`src/rtl/adc_vol_averager.sv`:
```
// Paces ADC081C021 reads with a periodic trigger, averages 2^avg_log2 samples and
// converts the mean code to millivolts. Flags a driver that never answers.
//
// state   | meaning
// --------+--------------------------------------------------------------
// ST_IDLE | waiting for a rate tick; window cleared while enable is low
// ST_TRIG | read_trigger high this cycle, timeout timer loaded
// ST_WAIT | waiting for read_done or timeout
// ST_DONE | window complete: publish mean code, mV value and valid pulse
module adc_vol_averager #(
    parameter int unsigned sys_clk_freq   = 50_000_000,
    parameter int unsigned sample_rate    = 10_000,
    parameter int unsigned avg_log2       = 3,
    parameter int unsigned vref_mv        = 3300,
    parameter int unsigned timeout_cycles = 10_000
) (
    input  logic        sclk,
    input  logic        rst,
    input  logic        enable,
    output logic        read_trigger,
    input  logic        read_done,
    input  logic [7:0]  voltage,
    output logic [7:0]  avg_code,
    output logic [15:0] avg_mv,
    output logic        avg_valid,
    output logic        timeout_err,
    output logic [8:0]  sample_cnt
);

    localparam int unsigned PERIOD = sys_clk_freq / sample_rate;
    localparam int unsigned RATE_W = (PERIOD > 1) ? $clog2(PERIOD) : 1;
    localparam int unsigned TO_W   = (timeout_cycles > 1) ? $clog2(timeout_cycles) : 1;
    localparam int unsigned ACC_W  = 8 + avg_log2;

    localparam logic [RATE_W-1:0] RATE_LAST = RATE_W'(PERIOD - 1);
    localparam logic [TO_W-1:0]   TO_LOAD   = TO_W'(timeout_cycles - 1);
    localparam logic [8:0]        WIN_LAST  = 9'((1 << avg_log2) - 1);
    localparam logic [15:0]       VREF      = 16'(vref_mv);

    typedef enum logic [1:0] {
        ST_IDLE,
        ST_TRIG,
        ST_WAIT,
        ST_DONE
    } state_t;

    state_t             state_q, state_d;
    logic [RATE_W-1:0]  rate_cnt_q, rate_cnt_d;
    logic               tick_q, tick_d;
    logic [TO_W-1:0]    to_cnt_q, to_cnt_d;
    logic [ACC_W-1:0]   acc_q, acc_d;
    logic [8:0]         cnt_q, cnt_d;
    logic               read_trigger_q, read_trigger_d;
    logic               avg_valid_q, avg_valid_d;
    logic [7:0]         avg_code_q, avg_code_d;
    logic [15:0]        avg_mv_q, avg_mv_d;
    logic               timeout_err_q, timeout_err_d;

    always_comb begin
        state_d        = state_q;
        rate_cnt_d     = rate_cnt_q;
        tick_d         = 1'b0;
        to_cnt_d       = to_cnt_q;
        acc_d          = acc_q;
        cnt_d          = cnt_q;
        read_trigger_d = 1'b0;
        avg_valid_d    = 1'b0;
        avg_code_d     = avg_code_q;
        avg_mv_d       = avg_mv_q;
        timeout_err_d  = timeout_err_q;

        if (!enable) begin
            rate_cnt_d = '0;
        end else if (rate_cnt_q == RATE_LAST) begin
            rate_cnt_d = '0;
            tick_d     = 1'b1;
        end else begin
            rate_cnt_d = rate_cnt_q + RATE_W'(1);
        end

        case (state_q)
            ST_IDLE: begin
                if (!enable) begin
                    acc_d = '0;
                    cnt_d = '0;
                end else if (tick_q) begin
                    state_d        = ST_TRIG;
                    read_trigger_d = 1'b1;
                end
            end
            ST_TRIG: begin
                to_cnt_d = TO_LOAD;
                if (enable) begin
                    state_d = ST_WAIT;
                end else begin
                    state_d = ST_IDLE;
                    acc_d   = '0;
                    cnt_d   = '0;
                end
            end
            ST_WAIT: begin
                // The driver transaction always finishes, so a disable only takes effect here.
                if (read_done) begin
                    state_d = ST_IDLE;
                    if (!enable) begin
                        acc_d = '0;
                        cnt_d = '0;
                    end else if (cnt_q == WIN_LAST) begin
                        acc_d   = acc_q + ACC_W'(voltage);
                        cnt_d   = '0;
                        state_d = ST_DONE;
                    end else begin
                        acc_d = acc_q + ACC_W'(voltage);
                        cnt_d = cnt_q + 9'd1;
                    end
                end else if (to_cnt_q == '0) begin
                    state_d = ST_IDLE;
                    if (enable) begin
                        timeout_err_d = 1'b1;
                    end else begin
                        acc_d = '0;
                        cnt_d = '0;
                    end
                end else begin
                    to_cnt_d = to_cnt_q - TO_W'(1);
                end
            end
            ST_DONE: begin
                state_d = ST_IDLE;
                acc_d   = '0;
                cnt_d   = '0;
                if (enable) begin
                    avg_code_d  = acc_q[ACC_W-1 -: 8];
                    avg_mv_d    = 16'((24'(avg_code_d) * 24'(VREF)) >> 8);
                    avg_valid_d = 1'b1;
                end
            end
            default: state_d = ST_IDLE;
        endcase

        if (!enable) begin
            timeout_err_d = 1'b0;
        end
    end

    always_ff @(posedge sclk or posedge rst) begin
        if (rst) begin
            state_q        <= ST_IDLE;
            rate_cnt_q     <= '0;
            tick_q         <= 1'b0;
            to_cnt_q       <= '0;
            acc_q          <= '0;
            cnt_q          <= '0;
            read_trigger_q <= 1'b0;
            avg_valid_q    <= 1'b0;
            avg_code_q     <= '0;
            avg_mv_q       <= '0;
            timeout_err_q  <= 1'b0;
        end else begin
            state_q        <= state_d;
            rate_cnt_q     <= rate_cnt_d;
            tick_q         <= tick_d;
            to_cnt_q       <= to_cnt_d;
            acc_q          <= acc_d;
            cnt_q          <= cnt_d;
            read_trigger_q <= read_trigger_d;
            avg_valid_q    <= avg_valid_d;
            avg_code_q     <= avg_code_d;
            avg_mv_q       <= avg_mv_d;
            timeout_err_q  <= timeout_err_d;
        end
    end

    assign read_trigger = read_trigger_q;
    assign avg_valid    = avg_valid_q;
    assign avg_code     = avg_code_q;
    assign avg_mv       = avg_mv_q;
    assign timeout_err  = timeout_err_q;
    assign sample_cnt   = cnt_q;

endmodule

```
`config.mk`:
```
export PLATFORM = sky130hd
export DESIGN_NAME = adc_vol_averager
export DESIGN_NICKNAME = d
export VERILOG_FILES = /design/src/rtl/adc_vol_averager.sv
export SDC_FILE = /design/constraint.sdc
export NUM_CORES = 1
export LEC_CHECK = 0
export BUFFER_PORTS_ARGS = -buffer_cell sky130_fd_sc_hd__buf_2
export CAP_MARGIN = 20
export CORE_UTILIZATION = 54
export DETAILED_ROUTE_END_ITERATION = 16
export GPL_ROUTABILITY_DRIVEN = 0
export PLACE_DENSITY = 0.85
export SLEW_MARGIN = 15
export SYNTH_ARGS = -nofsm -noshare
export SYNTH_HDL_FRONTEND = slang
export SYNTH_SLANG_ARGS = --single-unit
export TNS_END_PERCENT = 1
```
`constraint.sdc`:
```
create_clock -name sclk -period 4.1 [get_ports sclk]
set_clock_uncertainty 0.1 [all_clocks]
set_input_delay 1.23 -clock sclk [delete_from_list [all_inputs] [get_ports sclk]]
set_output_delay 1.23 -clock sclk [all_outputs]
set_load 0.03 [all_outputs]
```
==> results summary <==
The run finished, with violations left. The checks that failed: design-rule violations, negative setup slack. The startpoint identified for the worst hold timing path is rate_cnt_q[0]$_DFF_PP0_.

The global router's overall resource usage is 23.8%. The total count of hold-check failures in the final report came out at 0. The share of synthesized registers carrying an async set or reset is 100%. For this run, the leading register cell type out of synthesis is sky130_fd_sc_hd__dfrtp_1. The die footprint came out at 9610 µm². The count of buffering cells on the critical path with inverters included came out at 4.

Of the synthesized area, sequential elements account for 36.7%. The number of buffers between clock root and the deepest sink came out at 2. The number of distinct standard cells referenced by the synthesized netlist came out at 67.

The total area inside the core boundary comes to 8810 µm². The final HPWL from detailed placement came out at 7.81 mm. In this run the worst setup path begins at acc_q[10]$_DFFE_PP0P_. The number of detailed-route iterations in the first pass came out at 11. The root buffer selected by CTS is sky130_fd_sc_hd__clkbuf_8. The vias after detailed routing came out at 3,988. The number of enable-type register cells in the synthesized netlist is 0. Of the available clock period, the critical path in the final layout requires 101%. For the final routed database, the setup TNS stands at -0.0568 ns. After technology mapping, the gate count stands at 519.

In this run the worst path has a maximum fanout of 2. The synthesized-area fraction occupied by xor and xnor cells is 6.16%. Using the TritonRoute via totals, the vias-per-cell ratio works out to 5.83. The final number of max-transition violations came out at 0. Buffers placed on the I/O ports in this run total 43. The residual overflow from global routing is 0.

The clock input transition at the sequential cells of the worst setup and hold paths is 0.09 ns. The standard cell with the maximum stage delay on the critical path is sky130_fd_sc_hd__fa_1. The horizontal die dimension came out at 98.0 µm. The maximum vdd ir drop is 0.192 mV. The endpoint type of the worst setup path is a register.

The final setup slack of the worst path came out at -0.0568 ns. The initial antenna violation count was 0. The static power due to leakage came out at 2.83 nW.

Buffers inserted to repair hold after CTS numbered 0. The synthesized area per cell came out at 9.59 µm². The H-tree depth reported by CTS came out at 3. The highest cell delay on the worst timing path is 0.56 ns. In this run the worst hold path is classified as register to register. The number of instances in the placed design is 667. The clock net in this run drives a total of 73 sinks. The critical path goes through fa_1, inv_1, fa_1, inv_2, fa_1, inv_2, fa_1, inv_2, ha_4, or3_4, o211a_1, o21a_1, o31ai_1. Clock latency on the worst-skew pair, taken at its later pin, is 0.36 ns. STA classifies the critical path startpoint as a register. The highest clock frequency the design can meet came out at 241 MHz. The total setup violations reported at the end of the flow came out at 1. Leaving out fill and tap cells, the most frequent cells in the layout are sky130_fd_sc_hd__dfrtp_1 (72), sky130_fd_sc_hd__nand2_1 (62), sky130_fd_sc_hd__ha_1 (47). The number of nets in the layout came out at 649. The critical path data required time is 4.25 ns. The most common cell after layout, fill and taps aside is sky130_fd_sc_hd__dfrtp_1. The maximum number of pins on one net before global-route repair came out at 40. The finished layout holds 684 standard cells, fillers aside. The initial cell density of the core came out at 56.6%. The number of CTS-inserted buffers came out at 9.

The worst setup path is of the register to register kind. Overall power consumption after layout is estimated at 1.44 mW. Dividing total power by cell area gives a power density of 257 nW/µm². The number of filler cells placed in the layout is 714. The initialized floorplan defines 34 standard-cell rows. The data arrival time of the critical path is 4.31 ns. The post-synth design cell area is 4980 µm². TritonCTS built the clock tree. On the critical path the largest part of the delay comes from adder cells. The area taken by multi-input logic gates came out at 2970 µm². Summing the areas of all and, or, nand and nor instances in the mapped netlist gives 19.0% of the synthesized area. The wire length of the first global-routing pass is 18.3 mm. The share of synthesized cell area in full adder, half adder and majority cells came out at 19.3%. With fillers left out, the area of the finished cells amounts to 5600 µm². The worst register-to-register path begins at acc_q[10]$_DFFE_PP0P_. The count of boundary I/O pins is 48. The post-place instance area is 5340 µm². The detail route stage leaves a number of antenna-violating nets equal to 0.

Compared with the post-synthesis result, the final layout area differs by 12.5%. Setup repair after global routing could not meet its margin everywhere. The initial DRC count is 232. Headroom to the max-slew limit came out at 45.1%.

Synthesis inferred 73 register bits. The total inserted antenna cells is 0. After synthesis, the largest family of logic cells by area is adder cells. The via count of the first global-routing pass is 4,035. Summed over all layers, the routed wires come to 10.8 mm. After layout, the minimum clock period comes to 4.16 ns. The fraction of final layout cells sized beyond drive strength 1 came out at 16.0%. In the final layout, flip-flops and latches occupy 1830 µm². Measured along the y axis, the die boundary spans 98.0 µm. The number of synthesis warnings is 0. The share of synthesized area spent on multiplexers is 0.603%. The number of max-cap violations came out at 0. Among the stages of the critical path, the cell type that occurs most often is sky130_fd_sc_hd__fa_1. After detailed routing, the average wire length per cell comes to 15.8 µm.

The total DRC errors in the routed layout is 5. The transition time at the pin with the least slew margin came out at 0.822 ns. The post-synthesis compound-gate area fraction came out at 13.3%.
[per-layer routing]
metal | routed length [µm] | vias to the layer above | global-route usage (%) | part of all wire, %
met1 | 4620 | 1966 | 27.8 | 43
met2 | 5550 | 107 | 43.6 | 51
met4 | 247 | 0 | 9.09 | 2.3
met3 | 419 | 27 | 4.01 | 3.9
li1 | - | 1888 | - | -
met5 | 0 | - | 0 | 0
[logic make-up (layout without fill, tap and decap cells)]
kind of cell               Yosys count  after routing
AOI/OAI and AO/OA                  102            102
buffers and inverters               56            110
and+or+nand+nor                    183            183
other                                1              4
adders and majority gates           66             66
muxes                                3              3
DFF                                 73             73
xor gates and xnor gates            35             35
[what timing repair did]
item                                   4_1_cts  5_1_grt
endpoints found under the hold margin        0        0
pin swaps                                    5       10
setup buffers                                1        0
resized for setup                            1       14
setup endpoints to repair                    3        7
gates cloned                                 0        0
[per-stage QoR]
stage	setup slack (ns)	hold slack (ns)	utilization [%]
6_report	-0.0568	0.375	63.6
5_1_grt	-0.195	0.405	63.6
4_1_cts	0.0234	0.375	63.1
3_5_place_dp	0.0613	0.364	60.6
3_3_place_gp	0.131	0.348	60.6
2_1_floorplan	0.0828	0.333	-
[path summary, 6_finish.rpt]
check | depth (start not counted) | slack, ns | to
min reg2reg | 1 | 0.38 | rate_cnt_q[0]$_DFF_PP0_
max in group asynchronous | 3 | 2.28 | acc_q[7]$_DFFE_PP0P_
max | 13 | -0.06 | avg_mv[9]$_DFFE_PP0P_
max reg2reg | 13 | -0.06 | avg_mv[9]$_DFFE_PP0P_
min | 1 | 0.38 | rate_cnt_q[0]$_DFF_PP0_
min in group asynchronous | 2 | 0.92 | avg_valid$_DFF_PP0_
[area by class of cell]
cell class	count	share of cell area [%]
Multi-Input combinational cell	393	52.9
Clock buffer	9	2.21
Sequential cell	73	32.6
Tap cell	108	2.41
Clock inverter	7	1.52
Timing Repair Buffer	54	5.61
Inverter	40	2.68
[worst register-to-register path: cells and delay by family, from the launching register on]
family          cells  cell delay [ns]
buf+inv             4             0.20
simple gates        1             0.36
compound gates      3             0.69
fa+ha+maj           5             2.27
flops               1             0.41
[state kept, by name, summed over array words and instances (netlist names)]
| signal | count |
|---|---|
| acc_q | 11 |
| avg_code | 8 |
| avg_mv | 12 |
| avg_valid | 1 |
| rate_cnt_q | 13 |
| read_trigger | 1 |
| sample_cnt | 9 |
| state_q | 2 |
| tick_q | 1 |
| timeout_err | 1 |
| to_cnt_q | 14 |
[power breakdown]
part	internal, mW	switching [mW]	total, mW
Combinational	0.0300	0.0600	0.0899
Sequential	0.729	0.0112	0.740
Clock	0.294	0.317	0.611
[cell usage after synthesis (7+ instances only)]
library cell / instances / area (µm²)
sky130_fd_sc_hd__nor3_1: 11 / 55.1
sky130_fd_sc_hd__xor2_1: 22 / 193
sky130_fd_sc_hd__nand3_1: 17 / 85.1
sky130_fd_sc_hd__xnor2_1: 13 / 114
sky130_fd_sc_hd__dfrtp_1: 73 / 1830
sky130_fd_sc_hd__nor2_1: 37 / 139
sky130_fd_sc_hd__a21oi_1: 19 / 95.1
sky130_fd_sc_hd__nand4_1: 7 / 43.8
sky130_fd_sc_hd__and3_1: 7 / 43.8
sky130_fd_sc_hd__ha_1: 48 / 601
sky130_fd_sc_hd__clkbuf_1: 7 / 26.3
sky130_fd_sc_hd__nand2_1: 62 / 233
sky130_fd_sc_hd__o21ai_0: 41 / 205
sky130_fd_sc_hd__fa_1: 18 / 360
sky130_fd_sc_hd__inv_1: 39 / 146
Power figures use the tool's default switching activity.
